--- src/rtl/shreg_seq_ctrl.sv ---
// Command sequencer for the mode-controlled shift register: optional load, N shifts, capture.
// Optional abort support is enabled with `define SHREG_SEQ_ABORT_EN.
module shreg_seq_ctrl #(
    parameter int CNT_W = 4,
    parameter int WIDTH = 8
) (
    input  logic             clk,
    input  logic             rst_n,
    input  logic             req_valid,
    output logic             req_ready,
    input  logic             req_load,
    input  logic [WIDTH-1:0] req_data,
    input  logic             req_dir,
    input  logic [CNT_W-1:0] req_count,
    output logic [1:0]       m,
    output logic [WIDTH-1:0] x,
    input  logic [WIDTH-1:0] s,
    output logic [WIDTH-1:0] result,
    output logic             done,
    output logic             busy
`ifdef SHREG_SEQ_ABORT_EN
    ,
    input  logic             abort,
    output logic             aborted
`endif
);

    typedef enum logic [1:0] {IDLE, LOAD, SHIFT, CAPTURE} state_t;

    typedef struct packed {
        logic             dir;
        logic [CNT_W-1:0] count;
    } cmd_t;

    localparam logic [1:0] M_HOLD = 2'b00;
    localparam logic [1:0] M_SR   = 2'b01;
    localparam logic [1:0] M_SL   = 2'b10;
    localparam logic [1:0] M_LD   = 2'b11;

    state_t state;
    cmd_t   cmd;

    function automatic logic [1:0] shift_mode(input logic dir);
        return dir ? M_SL : M_SR;
    endfunction

    assign req_ready = (state == IDLE);
    assign busy      = (state != IDLE);

    // cmd.count doubles as the remaining-shift counter while in SHIFT.
    always_ff @(posedge clk or negedge rst_n) begin
        if (!rst_n) begin
            state   <= IDLE;
            cmd     <= '0;
            m       <= M_HOLD;
            x       <= '0;
            result  <= '0;
            done    <= 1'b0;
`ifdef SHREG_SEQ_ABORT_EN
            aborted <= 1'b0;
`endif
        end else begin
            done <= 1'b0;
`ifdef SHREG_SEQ_ABORT_EN
            aborted <= 1'b0;
`endif
            case (state)
                IDLE: begin
                    m <= M_HOLD;
                    if (req_valid) begin
                        cmd.dir   <= req_dir;
                        cmd.count <= req_count;
                        if (req_load) begin
                            x     <= req_data;
                            m     <= M_LD;
                            state <= LOAD;
                        end else if (req_count != '0) begin
                            m     <= shift_mode(req_dir);
                            state <= SHIFT;
                        end else begin
                            state <= CAPTURE;
                        end
                    end
                end
                LOAD: begin
                    if (cmd.count != '0) begin
                        m     <= shift_mode(cmd.dir);
                        state <= SHIFT;
                    end else begin
                        m     <= M_HOLD;
                        state <= CAPTURE;
                    end
                end
                SHIFT: begin
                    cmd.count <= cmd.count - 1'b1;
                    if (cmd.count == CNT_W'(1)) begin
                        m     <= M_HOLD;
                        state <= CAPTURE;
                    end
                end
                CAPTURE: begin
                    m      <= M_HOLD;
                    result <= s;
                    done   <= 1'b1;
                    state  <= IDLE;
                end
                default: begin
                    m     <= M_HOLD;
                    state <= IDLE;
                end
            endcase
`ifdef SHREG_SEQ_ABORT_EN
            // Abort overrides the case above; register contents stay wherever they got to.
            if (abort && (state == LOAD || state == SHIFT)) begin
                state     <= IDLE;
                m         <= M_HOLD;
                cmd.count <= '0;
                aborted   <= 1'b1;
            end
`endif
        end
    end

endmodule

--- config.mk ---
export PLATFORM = sky130hd
export DESIGN_NAME = shreg_seq_ctrl
export DESIGN_NICKNAME = d
export VERILOG_FILES = /design/src/rtl/shreg_seq_ctrl.sv
export SDC_FILE = /design/constraint.sdc
export NUM_CORES = 1
export LEC_CHECK = 0
export ABC_AREA = 1
export CAP_MARGIN = 25
export CORE_UTILIZATION = 44
export DETAILED_ROUTE_END_ITERATION = 8
export DONT_BUFFER_PORTS = 1
export GPL_TIMING_DRIVEN = 0
export PLACE_DENSITY_LB_ADDON = 0.2
export SLEW_MARGIN = 20
export SYNTH_ARGS = -nofsm -noshare
export SYNTH_HDL_FRONTEND = slang
export SYNTH_SLANG_ARGS = --single-unit
--- constraint.sdc ---
create_clock -name clk -period 1.95 [get_ports clk]
set_input_delay 0.195 -clock clk [delete_from_list [all_inputs] [get_ports clk]]
set_output_delay 0.195 -clock clk [all_outputs]
set_load 0.005 [all_outputs]
Word-level counts from Yosys, hierarchy flattened

Cells that the tools add are included.

Equal/unequal tests: 6
Reductions and logical operators: 9
Muxes and demuxes: 17
$add $sub $neg: 1

Operators with widths:

| operator                                             | number |
|---|---|
| 2-to-1 mux 2 bit                                     | 10 |
| one-hot mux 2 bit (4 select lines)                   | 2 |
| one-hot mux 4 bit (2 select lines)                   | 1 |
| nonzero test 4 bit                                   | 2 |
| AND reduction 2 bit                                  | 3 |
| equality test 2 bit (second input constant)          | 2 |
| equality test 4 x 1 -> 1 bit (second input constant) | 1 |
| 2-to-1 mux 4 bit                                     | 1 |
| != test 2 bit (second input constant)                | 2 |
| nonzero test 2 bit                                   | 2 |
| subtractor 4 x 1 -> 4 bit (second input constant)    | 1 |
| 2-to-1 mux 1 bit                                     | 3 |
| AND reduction 3 bit                                  | 1 |
| equality test 2 x 1 -> 1 bit (second input constant) | 1 |
| zero test 2 bit                                      | 1 |

Bits of input ports: 25
Flip-flop bits (word level): 26

Longest topological paths before layout

Gate-level depths: netlist (run 1).

Word-level depth: 5
Depth in mapped cells: 8
Mapped depth without buffers: 8

Worst setup path before layout (run 1)

Ideal clock, no wire load.

Kind: reg2reg
From: reg state[0]
To: reg x[0]
Cell stages (with the launch flop): 7
Slack: 0.487 ns
Arrival time: 1.338 ns
Cells stage by stage: dfrtp_1 inv_1 ha_1 nand2_4 inv_4 nand2_8 mux2_4

Cells in the longest elaborated chain, start to end: 2

RTL lines:

| item                                 | line | RTL |
|---|---|---|
| start: declaration                   | 40   | `state_t state;` |
| start signal: assignment             | 53   | `state <= IDLE;` |
| start signal: assignment             | 76   | `state <= LOAD;` |
| start signal: assignment             | 79   | `state <= SHIFT;` |
| zero test 2 bit                      | --   |  |
| via req_ready                        | 10   | `output logic req_ready,` |
| AND reduction 3 bit (no source line) | --   |  |
| end signal: assignment               | 74   | `x <= req_data;` |
| end: declaration                     | 16   | `output logic [WIDTH-1:0] x,` |

The timed path passes the listed nets, and every way through them passes these cells.
A chain may end at the register's enable or synchronous reset.

Worst setup path in the final report (run 1)

From: reg state[0]
To: reg x[2]

Same word-level chain as after synthesis.

==> results of run 1 <==
[synthesized netlist by cell type]
| master | number |
|---|---|
| inv_2 | 1 |
| nand3_1 | 6 |
| nor2_1 | 10 |
| buf_2 | 1 |
| inv_1 | 14 |
| o211ai_1 | 1 |
| nand2_8 | 1 |
| o21ai_4 | 1 |
| xor2_1 | 1 |
| ha_1 | 7 |
| o21ai_0 | 8 |
| mux2_2 | 9 |
| or2_1 | 1 |
| o22ai_1 | 1 |
| nand2_1 | 22 |
| o21ai_1 | 1 |
| nand2_4 | 1 |
| inv_4 | 1 |
| dfrtp_1 | 26 |
| mux2_4 | 8 |
| a21oi_1 | 3 |
[power by group through the flow]
| stage | registers [W] | logic (W) | clock network [W] |
|---|---|---|---|
| 6_report | 0.00102 | 0.00104 | 0.000368 |
| 5_1_grt | 0.00105 | 0.00118 | 0.000407 |
| 4_1_cts | 0.00102 | 0.00103 | 0.000382 |
| 3_5_place_dp | 0.00103 | 0.000992 | 0 |
| 3_3_place_gp | 0.00102 | 0.000960 | 0 |
| 2_1_floorplan | 0.000977 | 0.000852 | 0 |
[how the worst max path moves through the flow]
stage	end	slack [ns]	startpoint
finish	x[2]	0.31	state[0]
floorplan	x[0]	0.49	state[0]
global route	cmd[3]	0.24	state[0]
CTS	x[0]	0.32	state[0]
detailed placement	x[0]	0.35	state[0]
global placement	x[4]	0.38	state[0]
[final cells by class]
class	instances	area (sq um)	area share
plain buffers	1	5.005	0.003157
clock buffers	3	22.52	0.01421
clock inverters	1	30.03	0.01894
inverters	16	62.56	0.03946
multi-input cells	81	595.6	0.3757
flip-flops and latches	26	650.6	0.4104
well taps	31	38.79	0.02447
repair buffers	17	180.2	0.1137
[routing by layer]
| layer | GRT usage | vias to the layer above |
|---|---|---|
| met4 | 0.06272 | 0 |
| li1 | - | 445 |
| met5 | 0 | - |
| met3 | 0.04839 | 4 |
| met1 | 0.2021 | 429 |
| met2 | 0.2723 | 33 |
[through the flow]
step,setup WS (ns),area [sq um],hold WS (ns),utilization
finish,0.3133,1585,0.01769,0.5700
global route,0.2426,1585,0.001167,0.5700
CTS,0.3205,1515,0.0002156,0.5448
detailed placement,0.3500,1353,-0.1000,0.4863
global placement,0.3818,1353,-0.1000,0.4863
floorplan,0.4866,1314,-0.1006,-
[state kept, by name, indices dropped and copies added, names as in the netlist]
register,cells
state,2
cmd,5
result,8
done,1
x,8
m,2
[kinds of logic (layout without fill, tap and decap cells)]
logic type,count (synthesis),after routing,share of synthesized area
flip-flops,26,26,0.4952
adder cells (fa/ha/maj),7,7,0.06666
AO/OA/AOI/OAI,15,15,0.06857
XOR/XNOR,1,1,0.006668
buffers and inverters,17,38,0.05142
multiplexers,17,17,0.1686
AND/OR/NAND/NOR,41,41,0.1429
==> metrics.csv, run 1 <==
stage,metric,value,unit
global_route,grt-ovfl-total,0,
timing,grt_setup_unrepaired,no,
critical_path,cp-start-kind,register,
clock_network,root_buffer,clkbuf_4,
power_and_ir_drop,p_int,0.001530,W
min_path,holdPathEnd,cmd[4],
global_route,grt_usage,0.1648,
floorplan,fp-row-count,19,
cells_and_area,layout-drive-gt1-share,0.1931,
yosys,synth_area,0.001314,sq mm
clock_network,clkTransAtPathRegs,0.14,ns
floorplan,die_w,56.64,um
yosys,synth.top_cells.by_area,"dfrtp_1 50%, mux2_4 9.1%, mux2_2 7.7%",
critical_path,cp_max_fo,8,
critical_path,crit_family,flip-flops,
power_and_ir_drop,finalPower,0.002422,W
clock_network,clock-sinks,26,
yosys,yosysSeqAreaShare,0.4952,
floorplan,start_util,0.4723,
cells_and_area,final_cell_mix,"26 x dfrtp_1, 22 x nand2_1, 16 x dlygate4sd3_1",
placement,dpl.hpwl,1645,um
yosys,synth.largest_area_cell,dfrtp_1,
timing,period_minus_slack,1.637,ns
timing,tightest_slew,0.3252,ns
yosys,synth-seq-cells,26,
route,drtAntennaViolNets,0,
route,drtIter0Drc,25,
clock_network,htreeDepth,1,
power_and_ir_drop,sequentialPowerShare,0.420,
status,status,completed,
global_route,grt_max_degree,27,
cells_and_area,antennaDiodeCount,0,
placement,portBuffers,0,
timing,max-slew-margin-rel,0.7832,
timing,hold_violations,0,
route,num_vias,911,
run,cap_violations,0,
yosys,yosysUniqueCellTypes,21,
timing,fmax,611.0,MHz
yosys,synth_top_area_frac,0.4952,
yosys,syn_nets,156,
cells_and_area,fillers,238,
critical_path,critPathKind,reg -> reg,
floorplan,ioPinCount,46,
route,drc_errors,0,
min_path,hp-class,in -> reg,
power_and_ir_drop,comb_power_share,0.428,
floorplan,die_y,56.64,um
critical_path,slowest_stage,dfrtp_1,
clock_network,cts_resized,0,
placement,routabilityCongestion,0.8181,
timing,drv_slew,0,
cells_and_area,fin_cells,176,
critical_path,crit_path_cell_trace,inv_1 > ha_1 > nand2_4 > inv_4 > nand2_8 > mux2_4,
power_and_ir_drop,p_sw_frac,0.3684,
floorplan,die-area,0.003208,sq mm
clock_network,cts_buffers,3,
critical_path,worst-path-stages,6,
critical_path,r2r_setup_slack,0.31,ns
clock_network,hold_buffers,10,
critical_path,critPathMaxStageDelay,0.44,ns
power_and_ir_drop,power_leakage,0.7810,nW
cells_and_area,final_common_cell,dfrtp_1,
critical_path,r2r-start,state[0],
min_path,min-delay-start,req_dir,
floorplan,fp.coreArea,0.002781,sq mm
route,met1Wirelength,1027,um
placement,dp_cells,155,
min_path,hold_path_depth,2,
clock_network,clk_path_buf_depth,2,
timing,clock_skew,0.003636,ns
route,routed_wl,2426,um
timing,fin_crit_sh,0.8393,
global_route,grt_pass1_wl,3988,um
power_and_ir_drop,vdd_drop_max,0.8917,mV
cells_and_area,final_nets,178,
cells_and_area,areaGrowthSynthToFinish,20.67,%
yosys,yosysWarnings,0,
yosys,synth_area_per_cell,10.59,sq um
route,wl_met3,126,um
critical_path,arrival,1.86,ns
route,vias_per_cell,5.176,
clock_network,clk_latency,0.32,ns
global_route,grt_pass1_vias,898,
critical_path,cp_data_required_time,2.17,ns
timing,setup_viol,0,
critical_path,endpoint_kind,register,
route,dr.pass1.iters,4,
critical_path,critPathBufInv,2,
power_and_ir_drop,power_density,1528,mW/mm^2
route,wl_met2,1239,um
critical_path,r2r_end,x[2],
power_and_ir_drop,power_frac_clock,0.152,
clock_network,postCtsSetupRepairBufs,0,
route,top_layer_used,met4,
yosys,synthCells,124,
critical_path,reg2reg_depth,6,
clock_network,cts_tree,yes,
global_route,antenna_found_initial,0,
route,post_drt_wl_per_cell,13.78,um
power_and_ir_drop,p_sw,0.0008925,W
timing,setup-tns-final,0,ns
No activity file was read; power rests on OpenSTA's default activity.
==> run 2, diff against run 1 <==
--- a/config.mk
+++ b/config.mk
@@ -5,7 +5,7 @@
 export SDC_FILE = /design/constraint.sdc
 export NUM_CORES = 1
 export LEC_CHECK = 0
-export ABC_AREA = 1
+export ABC_AREA = 0
 export CAP_MARGIN = 25
 export CORE_UTILIZATION = 44
 export DETAILED_ROUTE_END_ITERATION = 8
==> constraint.sdc (replaced) <==
create_clock -name clk -period 1.65 [get_ports clk]
set_input_delay 0.165 -clock clk [delete_from_list [all_inputs] [get_ports clk]]
set_output_delay 0.165 -clock clk [all_outputs]
set_load 0.005 [all_outputs]
==> run 2 against run 1 <==
- the flow now finishes with violations (design-rule violations)
- final cell count shrank 3.4%
- combinational power rose by 22%
- fmax grew 4.5%
- largest power group unchanged
- non-clock buffer count up 6
- sequential share of layout area fell by 1.8 points
- count of clock-buffer cells in the layout unchanged
- utilization is 1.7 points higher
- critical path depth stayed put
- total power is 21% higher
- first-iteration DRC count increased by 28%
==> metrics.csv, run 2 <==
stage,metric,value,unit,change
status,status,"finished, violations left",,
status,violations,design-rule violations,,
floorplan,die_y,57.14,um,+0.87%
yosys,synth_area,0.001338,sq mm,+1.8%
yosys,yosysMostFrequentCell,dfrtp_1,,
critical_path,critPathKind,reg -> reg,,
yosys,synthCells,115,,-7.3%
critical_path,cp_max_fo,10,,+2
yosys,synth_commonest_cells,"26 x dfrtp_1, 17 x mux2_2, 8 x inv_1, 7 x ha_1",,
min_path,min-delay-start,req_dir,,
yosys,synth_area_per_cell,11.63,sq um,+9.8%
power_and_ir_drop,p_sw_frac,0.3572,,-0.01119
floorplan,die_w,57.14,um,+0.87%
timing,setup_viol,0,,unchanged
yosys,synth.top_cells.by_area,"dfrtp_1 49%, mux2_2 14%, ha_1 6.5%",,
timing,max-slew-margin-rel,0.6517,,-0.1316
critical_path,r2r_setup_slack,0.08,ns,-0.23 ns
timing,period_minus_slack,1.566,ns,-0.07096 ns
cells_and_area,fillers,247,,+3.8%
clock_network,cts_buffers,3,,unchanged
critical_path,arrival,1.78,ns,-0.08 ns
yosys,synth_edf_count,0,,unchanged
cells_and_area,reg.largest.list,"result: 8 flops, x: 8 flops, cmd: 5 flops",,
floorplan,die-area,0.003264,sq mm,+1.8%
timing,setup-tns-final,0,ns,unchanged
min_path,hp-class,in -> reg,,
power_and_ir_drop,p_sw,0.001051,W,+18%
route,post_drt_wl_per_cell,15.22,um,+10%
route,drtAntennaViolNets,0,,unchanged
route,routed_wl,2587,um,+6.6%
power_and_ir_drop,power_frac_clock,0.146,,-0.006
placement,place_area,0.001376,sq mm,+1.8%
timing,fmax,638.7,MHz,+4.5%
global_route,antenna_found_initial,0,,unchanged
yosys,yosysSeqAreaShare,0.4864,,-0.008802
route,drc_errors,4,,+4
cells_and_area,areaGrowthSynthToFinish,24.04,%,
critical_path,cp_data_required_time,1.86,ns,-0.31 ns
yosys,async_reset_ff_frac,1.000,,unchanged
global_route,grt_pass1_wl,4422,um,+11%
cells_and_area,final_common_cell,dfrtp_1,,
cells_and_area,antennaDiodeCount,0,,unchanged
floorplan,fp.coreArea,0.002829,sq mm,+1.7%
clock_network,cts_tree,yes,,
power_and_ir_drop,sequentialPowerShare,0.421,,about the same
min_path,hold_path_depth,2,,unchanged
global_route,grt_pass1_vias,988,,+10%
yosys,synth.largest_area_cell,dfrtp_1,,
placement,routabilityCongestion,0.7632,,-6.7%
critical_path,critPathMaxStageDelay,0.40,ns,-0.04 ns
clock_network,root_buffer,clkbuf_4,,
run,cap_violations,0,,unchanged
cells_and_area,final_nets,172,,-3.4%
critical_path,critPathBufInv,2,,unchanged
cells_and_area,fin_util,0.5865,,+0.01652
power_and_ir_drop,power_leakage,0.7087,nW,-9.3%
route,num_vias,966,,+6.0%
critical_path,cp-start-kind,register,,
cells_and_area,ff_latch_area,650.6,sq um,unchanged
clock_network,htreeDepth,1,,unchanged
power_and_ir_drop,vdd_drop_max,0.9726,mV,+9.1%
placement,dpl.hpwl,1816,um,+10%
floorplan,fp-row-count,19,,unchanged
critical_path,crit_path_cell_trace,inv_1 > ha_1 > clkbuf_4 > or2_2 > a21oi_1 > a221oi_1,,
critical_path,reg2reg_depth,6,,unchanged
power_and_ir_drop,p_int,0.001890,W,+24%
timing,grt_setup_unrepaired,yes,,
clock_network,clk_path_buf_depth,2,,unchanged
power_and_ir_drop,comb_power_share,0.433,,+0.005
yosys,yosysWarnings,0,,unchanged
timing,tightest_slew,0.5177,ns,+0.1926 ns
power_and_ir_drop,finalPower,0.002941,W,+21%
critical_path,r2r-start,state[0],,
global_route,grt_max_degree,27,,unchanged
yosys,synthFlopType,dfrtp_1,,
timing,fin_crit_sh,0.9489,,+0.1096
critical_path,r2r_end,cmd[2],,
timing,hold_violations,0,,unchanged
clock_network,clk_latency,0.32,ns,about the same
critical_path,endpoint_kind,register,,
yosys,yosysUniqueCellTypes,34,,+62%
cells_and_area,post-route-cell-area,0.001659,sq mm,+4.7%
clock_network,clock-sinks,26,,unchanged
cells_and_area,layout-drive-gt1-share,0.2590,,+0.06589
cells_and_area,multiInputGateArea,655.6,sq um,+10%
floorplan,ioPinCount,46,,unchanged
critical_path,slowest_stage,dfrtp_1,,
yosys,syn_nets,147,,-5.8%
route,vias_per_cell,5.682,,+9.8%
yosys,synth-seq-cells,26,,unchanged
placement,portBuffers,0,,unchanged
global_route,grt_usage,0.1780,,+0.01319
global_route,grt-ovfl-total,0,,unchanged
route,drtIter0Drc,32,,+28%
critical_path,crit_family,flip-flops,,
cells_and_area,final_cell_mix,"26 x dfrtp_1, 18 x dlygate4sd3_1, 17 x mux2_2",,
yosys,synth_top_area_frac,0.4864,,-0.008802
min_path,holdPathEnd,m[0],,
clock_network,clkTransAtPathRegs,0.14,ns,about the same
route,dr.pass1.iters,6,,+2
floorplan,start_util,0.4728,,about the same
power_and_ir_drop,power_density,1773,mW/mm^2,+16%
timing,drv_slew,0,,unchanged
timing,clock_skew,0.001138,ns,-0.002498 ns
run 2: cell types whose count changed after synthesis, moves of 3 or more:
cell and change:
nand2_1 -17, o21ai_0 -4, nand2b_1 +5, mux2_4 -8
nor3_1 +3, inv_1 -6, nand3_1 -4, mux2_2 +8
nor2_1 -9
run 2: routing by layer:
layer,track usage,routed length [um],vias to the layer above
li1,-,-,463
met1,0.2115,1109,473
met2,0.3076,1285,28
met3,0.06576,174,2
met4,0.04181,17,0
met5,0,0,-
run 2: final cells by class:
type	count	area share
clock buffer	3	0.01357
inverter	8	0.01810
tap	31	0.02338
multi-input combinational	77	0.3952
sequential	26	0.3922
timing repair buffer	20	0.1252
clock inverter	1	0.01810
buffer	4	0.01433
run 2: kinds of logic (layout without fill, tap and decap cells):
family                   count (synthesis)  after routing  synth area share
AO/OA/AOI/OAI                           20             20            0.1067
adder cells (fa/ha/maj)                  7              7           0.06548
flip-flops                              26             26            0.4864
buffers and inverters                   12             36           0.03648
AND/OR/NAND/NOR                         31             31            0.1469
multiplexers                            19             19            0.1581
run 2: worst reg2reg max path, cell delays in order, from the launching register on:
cell      delay (ns)
dfrtp_1         0.40
inv_1           0.09
ha_1            0.26
clkbuf_4        0.21
or2_2           0.28
a21oi_1         0.15
a221oi_1        0.06
run 2: power by group through the flow:
stage          sequential, W  clock (W)  combinational [W]
3_5_place_dp         0.00126          0            0.00116
3_3_place_gp         0.00125          0            0.00113
4_1_cts              0.00124   0.000446            0.00123
6_report             0.00124   0.000430            0.00127
2_1_floorplan        0.00118          0           0.000986
5_1_grt              0.00129   0.000472            0.00143
run 2: how the worst max path moves through the flow:
stage / from / end / cells past startpoint
after floorplan: state[0] / x[0] / 5
after global placement: state[0] / x[7] / 5
after detailed placement: state[1] / x[6] / 5
after CTS: state[1] / busy / 4
after global routing: state[1] / m[1] / 5
final: state[0] / cmd[2] / 6
run 2: metrics by stage:
step                worst slack, ns  hold slack [ns]  instances
detailed placement         -0.04480          -0.1301        146
global route               -0.02381          0.01490        170
floorplan                    0.1639          -0.1306        115
global placement          -0.008856          -0.1301        146
finish                      0.08429          0.02895        170
CTS                         0.04702          0.01576        169
run 2: timing repair:
item,CTS,global route
setup endpoints to repair,9,16
resized for setup,3,4
setup buffers,0,1
hold buffers,19,0
hold endpoints to repair,43,0
